## src/rtl/gen_bus_console_responder.sv

```systemverilog
// Generic-bus responder owning the console character port and a status word.
// Optional CONSOLE_DROP_ON_FULL_EN: full-FIFO console writes are dropped (sets overflow) instead of stalling.
module gen_bus_console_responder #(
  parameter int          FIFO_DEPTH   = 8,
  parameter int          WAIT_STATES  = 1,
  parameter logic [31:0] CONSOLE_ADDR = 32'h0000_0000,
  parameter logic [31:0] STATUS_ADDR  = 32'h0000_0004
) (
  input  logic        CLK,
  input  logic        nRST,
  input  logic [31:0] addr,
  input  logic        ren,
  input  logic        wen,
  input  logic [31:0] wdata,
  input  logic [3:0]  byte_en,
  output logic [31:0] rdata,
  output logic        busy,
  output logic        char_valid,
  output logic [7:0]  char_data,
  input  logic        char_ready,
  output logic        overflow
);

  localparam int PW = (FIFO_DEPTH > 1) ? $clog2(FIFO_DEPTH) : 1;
  localparam int CW = $clog2(FIFO_DEPTH) + 1;

  typedef enum logic [1:0] {IDLE, WAIT, STALL, RESP} state_t;

  state_t          state, state_n;
  logic [3:0]      wcnt, wcnt_n;
  logic [31:0]     a_q;
  logic [7:0]      ch_q;
  logic            be3_q, clr_q, wr_q;

  logic [7:0]      mem [FIFO_DEPTH];
  logic [PW-1:0]   head, tail;
  logic [CW-1:0]   count;
  logic            full, pop, push, room_blk;
  logic            con_push, con_push_in, stall_need, stall_in;
  logic            ovf;
  logic [31:0]     rd_val;

  logic unused_bits;
  assign unused_bits = ^{wdata[23:1], byte_en[2:0]};

  assign full       = count == CW'(FIFO_DEPTH);
  assign char_valid = count != '0;
  assign char_data  = char_valid ? mem[head] : 8'h00;
  assign pop        = char_valid & char_ready;
  // A pop this cycle frees a slot before the pending push lands.
  assign room_blk   = full & ~pop;

  assign con_push    = wr_q & (a_q == CONSOLE_ADDR) & be3_q;
  assign con_push_in = wen & (addr == CONSOLE_ADDR) & byte_en[3];

`ifdef CONSOLE_DROP_ON_FULL_EN
  assign stall_need = 1'b0;
  assign stall_in   = 1'b0;
`else
  assign stall_need = con_push & room_blk;
  assign stall_in   = con_push_in & room_blk;
`endif

  assign push     = (state == RESP) & con_push & ~room_blk;
  assign overflow = ovf;

  always_comb begin
    rd_val = 32'hBAD0_BAD0;
    if (a_q == CONSOLE_ADDR)     rd_val = 32'h0;
    else if (a_q == STATUS_ADDR) rd_val = {8'h00, 8'(count), 15'h0, ovf};
  end

  always_comb begin
    state_n = state;
    wcnt_n  = wcnt;
    busy    = 1'b1;
    rdata   = 32'h0;
    case (state)
      IDLE: if (ren | wen) begin
        wcnt_n = 4'd0;
        if (WAIT_STATES > 0) state_n = WAIT;
        else                 state_n = stall_in ? STALL : RESP;
      end
      WAIT: begin
        if (wcnt == 4'(WAIT_STATES - 1)) state_n = stall_need ? STALL : RESP;
        else                             wcnt_n  = wcnt + 4'd1;
      end
      STALL: if (!room_blk) state_n = RESP;
      RESP: begin
        busy    = 1'b0;
        state_n = IDLE;
        if (!wr_q) rdata = rd_val;
      end
      default: state_n = IDLE;
    endcase
  end

  always_ff @(posedge CLK) begin
    if (!nRST) begin
      state <= IDLE;
      wcnt  <= 4'd0;
      a_q   <= 32'h0;
      ch_q  <= 8'h0;
      be3_q <= 1'b0;
      clr_q <= 1'b0;
      wr_q  <= 1'b0;
    end else begin
      state <= state_n;
      wcnt  <= wcnt_n;
      if (state == IDLE && (ren | wen)) begin
        a_q   <= addr;
        ch_q  <= wdata[31:24];
        be3_q <= byte_en[3];
        clr_q <= wdata[0];
        wr_q  <= wen;
      end
    end
  end

  always_ff @(posedge CLK) begin
    if (!nRST) begin
      head  <= '0;
      tail  <= '0;
      count <= '0;
    end else begin
      if (push) begin
        mem[tail] <= ch_q;
        tail      <= tail + 1'b1;
      end
      if (pop) head <= head + 1'b1;
      case ({push, pop})
        2'b10:   count <= count + 1'b1;
        2'b01:   count <= count - 1'b1;
        default: count <= count;
      endcase
    end
  end

`ifdef CONSOLE_DROP_ON_FULL_EN
  always_ff @(posedge CLK) begin
    if (!nRST) ovf <= 1'b0;
    else if (state == RESP && con_push && room_blk) ovf <= 1'b1;
    else if (state == RESP && wr_q && a_q == STATUS_ADDR && clr_q) ovf <= 1'b0;
  end
`else
  assign ovf = 1'b0;
`endif

endmodule

```

## config.mk

```make
export PLATFORM = sky130hd
export DESIGN_NAME = gen_bus_console_responder
export DESIGN_NICKNAME = d
export VERILOG_FILES = /design/src/rtl/gen_bus_console_responder.sv
export SDC_FILE = /design/constraint.sdc
export NUM_CORES = 1
export LEC_CHECK = 0
export ABC_AREA = 1
export BUFFER_PORTS_ARGS = -buffer_cell sky130_fd_sc_hd__buf_2
export CORE_ASPECT_RATIO = 1.1
export CORE_UTILIZATION = 32
export CTS_CLUSTER_DIAMETER = 30
export DETAILED_ROUTE_END_ITERATION = 16
export PLACE_DENSITY = 0.49
export SETUP_SLACK_MARGIN = 0.4
export SYNTH_ARGS = -nofsm -noshare
export SYNTH_HDL_FRONTEND = slang
export SYNTH_SLANG_ARGS = --single-unit
```

## constraint.sdc

```tcl
create_clock -name CLK -period 2.1 [get_ports CLK]
set_input_delay 0.105 -clock CLK [delete_from_list [all_inputs] [get_ports CLK]]
set_output_delay 0.105 -clock CLK [all_outputs]
set_load 0.01 [all_outputs]
```

==> results of run 1 <==
==> stage by stage <==
step	TNS, ns	worst slack [ns]	power (µW)	util (%)
2_1_floorplan	0	0.249	5520	-
3_3_place_gp	0	0.0996	6360	36.6
3_5_place_dp	-0.00345	-0.00345	6440	36.6
4_1_cts	0	0.131	9970	45.0
5_1_grt	-0.00957	-0.00957	11500	48.0
6_report	0	0.0866	10800	48.0
==> per-layer routing <==
| layer | GRT usage [%] | share of wire (%) | vias to the layer above |
|---|---|---|---|
| li1 | - | - | 2218 |
| met2 | 27.3 | 51 | 89 |
| met5 | 0 | 0 | - |
| met3 | 3.51 | 3.3 | 18 |
| met4 | 7.38 | 1.7 | 0 |
| met1 | 18.3 | 44 | 2063 |
==> cell usage after synthesis, drive strengths merged <==
master	instances
xor2	3
nor3b	2
buf	36
ha	11
a211oi	3
xnor2	1
inv	34
o21ai	94
dfxtp	61
nand2	33
clkbuf	15
o22ai	8
nand3	11
a21oi	15
conb	1
a31oi	9
or2	1
nor3	8
nor4	1
edfxtp	64
nor2	172
==> path summary, 6_finish.rpt <==
kind	start	slack (ns)	end	depth (start not counted)
worst max-delay path	a_q[23]$_SDFFE_PN0P_	0.09	count[2]$_SDFFE_PN0P_	15
worst min-delay path	nRST	0.05	tail[2]$_SDFFE_PN0P_	3
worst max register to register	a_q[23]$_SDFFE_PN0P_	0.09	count[2]$_SDFFE_PN0P_	15
worst min register to register	head[2]$_SDFFE_PN0P_	0.46	head[2]$_SDFFE_PN0P_	2
==> sequential cells by signal, summed over array words and instances, names as in the netlist, named ones only <==
register  flops
mem          64
a_q          32
ch_q          8
count         4
wcnt          4
head          3
tail          3
state         2
be3_q         1
wr_q          1
==> layout make-up <==
type	count	share of cell area, %
inverters	34	1.86
flip-flops and latches	125	40.2
clock inverters	8	0.859
well taps	204	3.25
repair buffers	168	18.9
repair inverters	1	0.0955
multi-input cells	385	28.8
clock buffers	24	6.00
==> worst reg2reg max path: stages (launching register included) <==
cell and delay (ns):
sky130_fd_sc_hd__dfxtp_2 0.32, sky130_fd_sc_hd__nor2_1 0.10, sky130_fd_sc_hd__nand2_1 0.07, sky130_fd_sc_hd__nor2_2 0.14
sky130_fd_sc_hd__nand2_2 0.11, sky130_fd_sc_hd__nor2_4 0.13, sky130_fd_sc_hd__nand3_4 0.08, sky130_fd_sc_hd__ha_4 0.19
sky130_fd_sc_hd__nand2_2 0.07, sky130_fd_sc_hd__inv_2 0.04, sky130_fd_sc_hd__nor2_4 0.10, sky130_fd_sc_hd__ha_4 0.14
sky130_fd_sc_hd__a21oi_2 0.03, sky130_fd_sc_hd__xnor2_1 0.13, sky130_fd_sc_hd__o21ai_1 0.18, sky130_fd_sc_hd__inv_1 0.06
==> placed cells by master (no fill, tap or decap), types with 4 or more instances in the layout <==
master | Yosys | layout
sky130_fd_sc_hd__inv_1 | 30 | 23
sky130_fd_sc_hd__a31oi_1 | 8 | 8
sky130_fd_sc_hd__o22ai_2 | 0 | 5
sky130_fd_sc_hd__nor3_1 | 7 | 4
sky130_fd_sc_hd__o21ai_1 | 2 | 25
sky130_fd_sc_hd__dlygate4sd3_1 | 0 | 42
sky130_fd_sc_hd__clkbuf_1 | 15 | 5
sky130_fd_sc_hd__ha_1 | 11 | 7
sky130_fd_sc_hd__nand2_1 | 30 | 24
sky130_fd_sc_hd__o21ai_2 | 1 | 14
sky130_fd_sc_hd__buf_16 | 0 | 4
sky130_fd_sc_hd__a21oi_1 | 15 | 12
sky130_fd_sc_hd__dfxtp_2 | 0 | 8
sky130_fd_sc_hd__clkbuf_16 | 0 | 19
sky130_fd_sc_hd__nor2_4 | 1 | 20
sky130_fd_sc_hd__buf_2 | 7 | 71
sky130_fd_sc_hd__buf_4 | 28 | 24
sky130_fd_sc_hd__nor2_2 | 3 | 23
sky130_fd_sc_hd__clkinvlp_4 | 0 | 4
sky130_fd_sc_hd__edfxtp_1 | 64 | 64
sky130_fd_sc_hd__nor3_2 | 1 | 4
sky130_fd_sc_hd__nor2_1 | 168 | 129
sky130_fd_sc_hd__buf_6 | 0 | 13
sky130_fd_sc_hd__o21ai_0 | 91 | 53
sky130_fd_sc_hd__conb_1 | 1 | 13
sky130_fd_sc_hd__buf_8 | 0 | 4
sky130_fd_sc_hd__nand2_2 | 3 | 7
sky130_fd_sc_hd__nand3_1 | 10 | 9
sky130_fd_sc_hd__buf_12 | 0 | 8
sky130_fd_sc_hd__inv_2 | 4 | 6
sky130_fd_sc_hd__dfxtp_1 | 61 | 50
==> timing repair <==
item,CTS,global route
buffers inserted,9,15
resized for setup,63,126
endpoints found under the setup margin,97,131
gates cloned,5,2
pin swaps,15,45
hold endpoints to repair,42,0
hold buffers,42,0
==> logic make-up after synthesis <==
kind of cell             Yosys count  synth area share (%)
AND/OR/NAND/NOR                  228                  17.4
AO/OA/AOI/OAI                    129                  12.7
flip-flops                       125                  58.5
buffers and inverters             85                  8.06
adder cells (fa/ha/maj)           11                  2.56
XOR/XNOR                           4                 0.653
other                              1                0.0698
==> power by group through the flow <==
stage	Sequential [µW]	Combinational (µW)	Clock, µW
3_5_place_dp	3440	3000	0
2_1_floorplan	3330	2190	0
5_1_grt	3510	5160	2820
6_report	3440	4680	2660
4_1_cts	3430	3830	2720
3_3_place_gp	3410	2950	0
==> key figures, run 1 <==
Outcome
  – Status: finished, violations left
  – Violated checks: design-rule violations

Floorplanning
  – Initial Utilization: 32.8%
  – Die X: 126 µm
  – I/O pin count: 116
  – Row Count: 49
  – Floorplan core area: 0.0164 mm²
  – Die area: 0.0173 mm²
  – Die height: 138 µm

Cells and area
  – Synth-to-layout area growth: 46.5%
  – Share of cells above drive strength 1: 35.2%
  – Post-route cell area: 0.00786 mm²
  – Number of nets in the final layout: 816
  – Multi-input gate area: 0.00227 mm²
  – Sequential cell area: 0.00316 mm²
  – Fillers: 1,511
  – Cell Count, Final, Fillers Out: 949
  – Diodes inserted: 0

Synthesis
  – Count of state elements after synthesis: 125
  – Most area-hungry cell type in the Yosys netlist: sky130_fd_sc_hd__edfxtp_1
  – Number of instances in the synthesized netlist: 583
  – Synthesized cell area: 0.00537 mm²
  – Dominant cells by area after synthesis: sky130_fd_sc_hd__edfxtp_1 36%, sky130_fd_sc_hd__dfxtp_1 23%, sky130_fd_sc_hd__nor2_1 12%
  – Number of warnings issued by yosys: 0
  – Area fraction of the dominant cell type after synthesis: 35.8%
  – Sequential share of the synthesized area: 58.5%
  – Mean post-synth cell area: 9.21 µm²
  – Number of distinct library cells after synthesis: 32

Timing
  – Unrepaired setup endpoints after global routing: true
  – Minimum clock period: 2.01 ns
  – Worst-case hold slack: 0.0459 ns
  – Hold violation count in the final report: 0
  – # setup viols final: 0
  – Normalized max-slew margin: 62.5%
  – Max Clock Skew: 0.00522 ns
  – Transition time at the pin with the least slew margin: 0.562 ns
  – Fmax: 0.497 GHz
  – Final max-slew violation count: 0
  – Final clock period utilization by the worst path: 95.9%

Route
  – Routed via count divided by cell count: 4.62
  – Overall routed net length: 13.2 mm
  – DRC violation count after routing: 3
  – Starting DRC count in detailed routing: 181
  – Total number of vias: 4,388
  – Antenna-violating nets left: 0
  – First-pass iteration count of the detailed router: 10
  – Average routed wire per standard cell: 13.9 µm

Global routing
  – Vias in the first global route: 4,166
  – Number of antenna violations at the first check in global routing: 0
  – Final global-route overflow total: 0
  – Total GRT Usage: 15.6%
  – Maximum number of pins on one net before global-route repair: 45
  – Global-route wire length before repair: 20.5 mm

Pwr
  – Fraction of power spent switching nets: 35.8%
  – P_leak: 0.00315 µW
  – Share of power burned in registers: 31.9%
  – Net switching power: 3860 µW
  – Internal Power: 6920 µW
  – Clock share of power: 24.6%
  – Maximum ir drop on the vdd rail: 0.662 mV
  – Logic gate share of total power: 43.4%
  – Power density relative to cell area: 1370 mW/mm²

Critical path
  – Data arrival time at the worst-slack endpoint: 2.31 ns
  – Category of the critical setup timing path: flip-flop to flip-flop
  – Data required time of the critical path: 2.40 ns
  – Bufs and invs on worst path: 2
  – Worst Setup End Kind: flip-flop
  – Worst stage delay on the critical path: 0.32 ns
  – Worst-path cell chain: nor2_1 -> nand2_1 -> nor2_2 -> nand2_2 -> nor2_4 -> nand3_4 -> ha_4 -> nand2_2 -> inv_2 -> nor2_4 -> ha_4 -> a21oi_2 -> xnor2_1 -> o21ai_1 -> inv_1
  – Library cell contributing the largest single delay on the critical path: sky130_fd_sc_hd__dfxtp_2
  – CP startpoint kind: flip-flop
  – Crit-path max FO: 4
  – Cell family contributing the most delay on the critical path: simple AND/OR/NAND/NOR gates

Clock network
  – Clock insertion delay at the later pin of the skew report: 0.41 ns
  – Clk buf depth: 2
  – Number of levels the H-tree was split into: 4
  – Num CTS Buffers: 17
  – CTS Sinks: 125
  – Clock tree from TritonCTS: built
  – Clock transition at the registers of the reported paths: 0.05 ns
  – Buffer type at the clock tree root: sky130_fd_sc_hd__clkbuf_16

Run
  – Number of max-cap violations: 0

Place
  – DP Cell Count: 844
  – Port Buf Inserts: 75
  – HPWL after detailed placement: 7.91 mm
  – Area after detailed placement: 0.00600 mm²
  – RePlAce Congestion: 0.741

Worst hold path
  – HP Class: primary input to flip-flop
Power figures use the tool's default switching activity.
==> run 2, diff against run 1 <==
--- a/config.mk
+++ b/config.mk
@@ -11,7 +11,6 @@
 export CORE_UTILIZATION = 32
 export CTS_CLUSTER_DIAMETER = 30
 export DETAILED_ROUTE_END_ITERATION = 16
-export PLACE_DENSITY = 0.49
 export SETUP_SLACK_MARGIN = 0.4
 export SYNTH_ARGS = -nofsm -noshare
 export SYNTH_HDL_FRONTEND = slang
==> run 2 against run 1 <==
Net effect:
- the run still ends with design-rule violations left
- setup slack gained 0.065 ns
- clock power grew 2%
- non-clock buffer count grew 6
- clock skew grew 0.0062 ns
- design area grew 1.2%
- wire length shrank 1.4%
- hold slack gained 0.082 ns
- sequential power is essentially flat
- sequential share of layout area shrank 0.42 points
- utilization grew 0.58 points
- register-to-register slack gained 0.06 ns
- global-route usage shrank 0.14 points
==> key figures, run 2 (synthesis results as in run 1) <==
Critical path
  – Worst stage delay on the critical path: 0.31 ns
  – CP startpoint kind: flip-flop
  – Crit-path max FO: 4
  – Data arrival time at the worst-slack endpoint: 2.29 ns
  – Worst Setup End Kind: flip-flop
  – Data required time of the critical path: 2.45 ns
  – Worst-path cell chain: nor2_2 -> nand2_2 -> nor2_2 -> nand2_2 -> nor2_4 -> nand3_4 -> ha_4 -> nand2_2 -> inv_2 -> nor2_4 -> nand3_2 -> nand2_1 -> xor2_1 -> nand2_1 -> a21oi_1
  – Minimum setup slack among reg-to-reg paths: 0.15 ns
  – Cell seen most often among critical-path stages: sky130_fd_sc_hd__nand2_2
  – Category of the critical setup timing path: flip-flop to flip-flop
  – Library cell contributing the largest single delay on the critical path: sky130_fd_sc_hd__dfxtp_1

Global routing
  – Vias in the first global route: 4,119
  – Met2 demand-to-capacity share in global routing: 28.0%
  – Global-route wire length before repair: 20.5 mm
  – Global routing usage on met1: 17.3%
  – GRT busiest layer: met2
  – Met3 GRT Util: 4.28%
  – Final global-route overflow total: 0
  – Maximum number of pins on one net before global-route repair: 45
  – Number of antenna violations at the first check in global routing: 0
  – Total GRT Usage: 15.5%

Floorplanning
  – Die X: 126 µm
  – Die area: 0.0173 mm²
  – Initial Utilization: 32.8%
  – Die height: 138 µm
  – Row Count: 49
  – Floorplan core area: 0.0164 mm²
  – I/O pin count: 116

Timing
  – Final max-slew violation count: 0
  – Final clock period utilization by the worst path: 92.8%
  – Fmax: 0.513 GHz
  – Max Clock Skew: 0.0115 ns
  – Setup total negative slack: 0 ns
  – Hold violation count in the final report: 0
  – # setup viols final: 0
  – Minimum clock period: 1.95 ns
  – Unrepaired setup endpoints after global routing: true

Run
  – Number of max-cap violations: 0

Place
  – HPWL after detailed placement: 7.75 mm
  – RePlAce Congestion: 0.758
  – DP Cell Count: 849
  – Port Buf Inserts: 75

Clock network
  – Clk buf depth: 2
  – Clock insertion delay at the later pin of the skew report: 0.41 ns
  – Clock tree from TritonCTS: built
  – Buffer type at the clock tree root: sky130_fd_sc_hd__clkbuf_16
  – Number of levels the H-tree was split into: 4
  – Clock transition at the registers of the reported paths: 0.06 ns
  – Num CTS Buffers: 17
  – CTS Sinks: 125

Cells and area
  – Number of nets in the final layout: 821
  – Register bank with the most flops: mem
  – Diodes inserted: 0
  – Final core utilization: 48.6%
  – Share of cells above drive strength 1: 36.9%
  – Cell Count, Final, Fillers Out: 954
  – Number of flip-flops in the largest register: 64
  – Commonest non-fill, non-tap cell in the layout: sky130_fd_sc_hd__nor2_1
  – Synth-to-layout area growth: 48.2%
  – Commonest cells after routing, fill and taps aside: 134 x sky130_fd_sc_hd__nor2_1, 74 x sky130_fd_sc_hd__buf_2, 64 x sky130_fd_sc_hd__edfxtp_1
  – Top Registers: mem (64), a_q (32), ch_q (8)
  – Fillers: 1,474

Route
  – Routed via count divided by cell count: 4.59
  – Total number of vias: 4,377
  – Overall routed net length: 13.0 mm
  – DRC violation count after routing: 5
  – Average routed wire per standard cell: 13.7 µm
  – Antenna-violating nets left: 0
  – First-pass iteration count of the detailed router: 10
  – Starting DRC count in detailed routing: 223

Worst hold path
  – HP Class: primary input to flip-flop

Pwr
  – Power density relative to cell area: 1360 mW/mm²
  – P_leak: 0.00317 µW
  – Maximum ir drop on the vdd rail: 0.697 mV

Outcome
  – Status: finished, violations left
  – Violated checks: design-rule violations
-- run 2: cell count changes in the layout (fill, tap and decap cells not counted), moves of 3 or more --
cell / change
sky130_fd_sc_hd__inv_2: -3
sky130_fd_sc_hd__dfxtp_2: +4
sky130_fd_sc_hd__o21ai_1: -6
sky130_fd_sc_hd__buf_12: +3
sky130_fd_sc_hd__o21ai_0: +3
sky130_fd_sc_hd__buf_2: +3
sky130_fd_sc_hd__o22ai_1: -3
sky130_fd_sc_hd__nor2_2: -6
sky130_fd_sc_hd__buf_4: +5
sky130_fd_sc_hd__dfxtp_1: -4
sky130_fd_sc_hd__o22ai_2: +3
sky130_fd_sc_hd__nor2_1: +5
-- run 2: routing by layer --
layer / wire (µm) / vias to the layer above
li1: - / 2233
met1: 5520 / 2029
met2: 6820 / 98
met3: 475 / 17
met4: 211 / 0
met5: 0 / -
-- run 2: worst max-delay path: cells and delay by family, from the launching register on --
kind | cells | cell delay [ns]
compound gates | 1 | 0.11
flops | 1 | 0.31
fa+ha+maj | 1 | 0.20
buf+inv | 1 | 0.04
xor+xnor | 1 | 0.15
simple gates | 11 | 1.06
-- run 2: power breakdown --
part / internal (µW) / switching, µW
Sequential: 3080 / 354
Combinational: 2180 / 2500
Clock: 1680 / 1040
Total: 6950 / 3900
-- run 2: worst paths after layout --
path,startpoint,to,cells past startpoint
max,a_q[8]$_SDFFE_PN0P_,count[3]$_SDFFE_PN0P_,15
min reg2reg,head[2]$_SDFFE_PN0P_,head[2]$_SDFFE_PN0P_,2
min,nRST,a_q[20]$_SDFFE_PN0P_,3
max reg2reg,a_q[8]$_SDFFE_PN0P_,count[3]$_SDFFE_PN0P_,15
-- run 2: per-stage QoR --
step | worst slack (ns) | total power (µW) | cell area [µm²] | hold WS, ns
2_1_floorplan | 0.249 | 5520 | 5460 | 0.245
4_1_cts | 0.106 | 10500 | 7620 | 0.119
3_3_place_gp | 0.0951 | 6370 | 6050 | 0.356
6_report | 0.152 | 10800 | 7960 | 0.128
3_5_place_dp | 0.0102 | 6430 | 6050 | 0.361
5_1_grt | 0.0238 | 11500 | 7960 | 0.147
-- run 2: cell type report --
| class | instances | area (µm²) | area share [%] |
|---|---|---|---|
| clock buffers | 22 | 464 | 5.83 |
| clock inverters | 10 | 90.1 | 1.13 |
| inverters | 34 | 160 | 2.01 |
| multi-input cells | 385 | 2330 | 29.3 |
| flip-flops and latches | 125 | 3170 | 39.8 |
| well taps | 204 | 255 | 3.21 |
| repair buffers | 174 | 1490 | 18.7 |
-- run 2: timing repair --
item                                    4_1_cts  5_1_grt
endpoints found under the hold margin        42        0
hold buffers                                 42        0
gates cloned                                  3        0
resized for setup                           113       77
endpoints found under the setup margin       97      132
pin swaps                                    28       39
setup buffers                                17       11
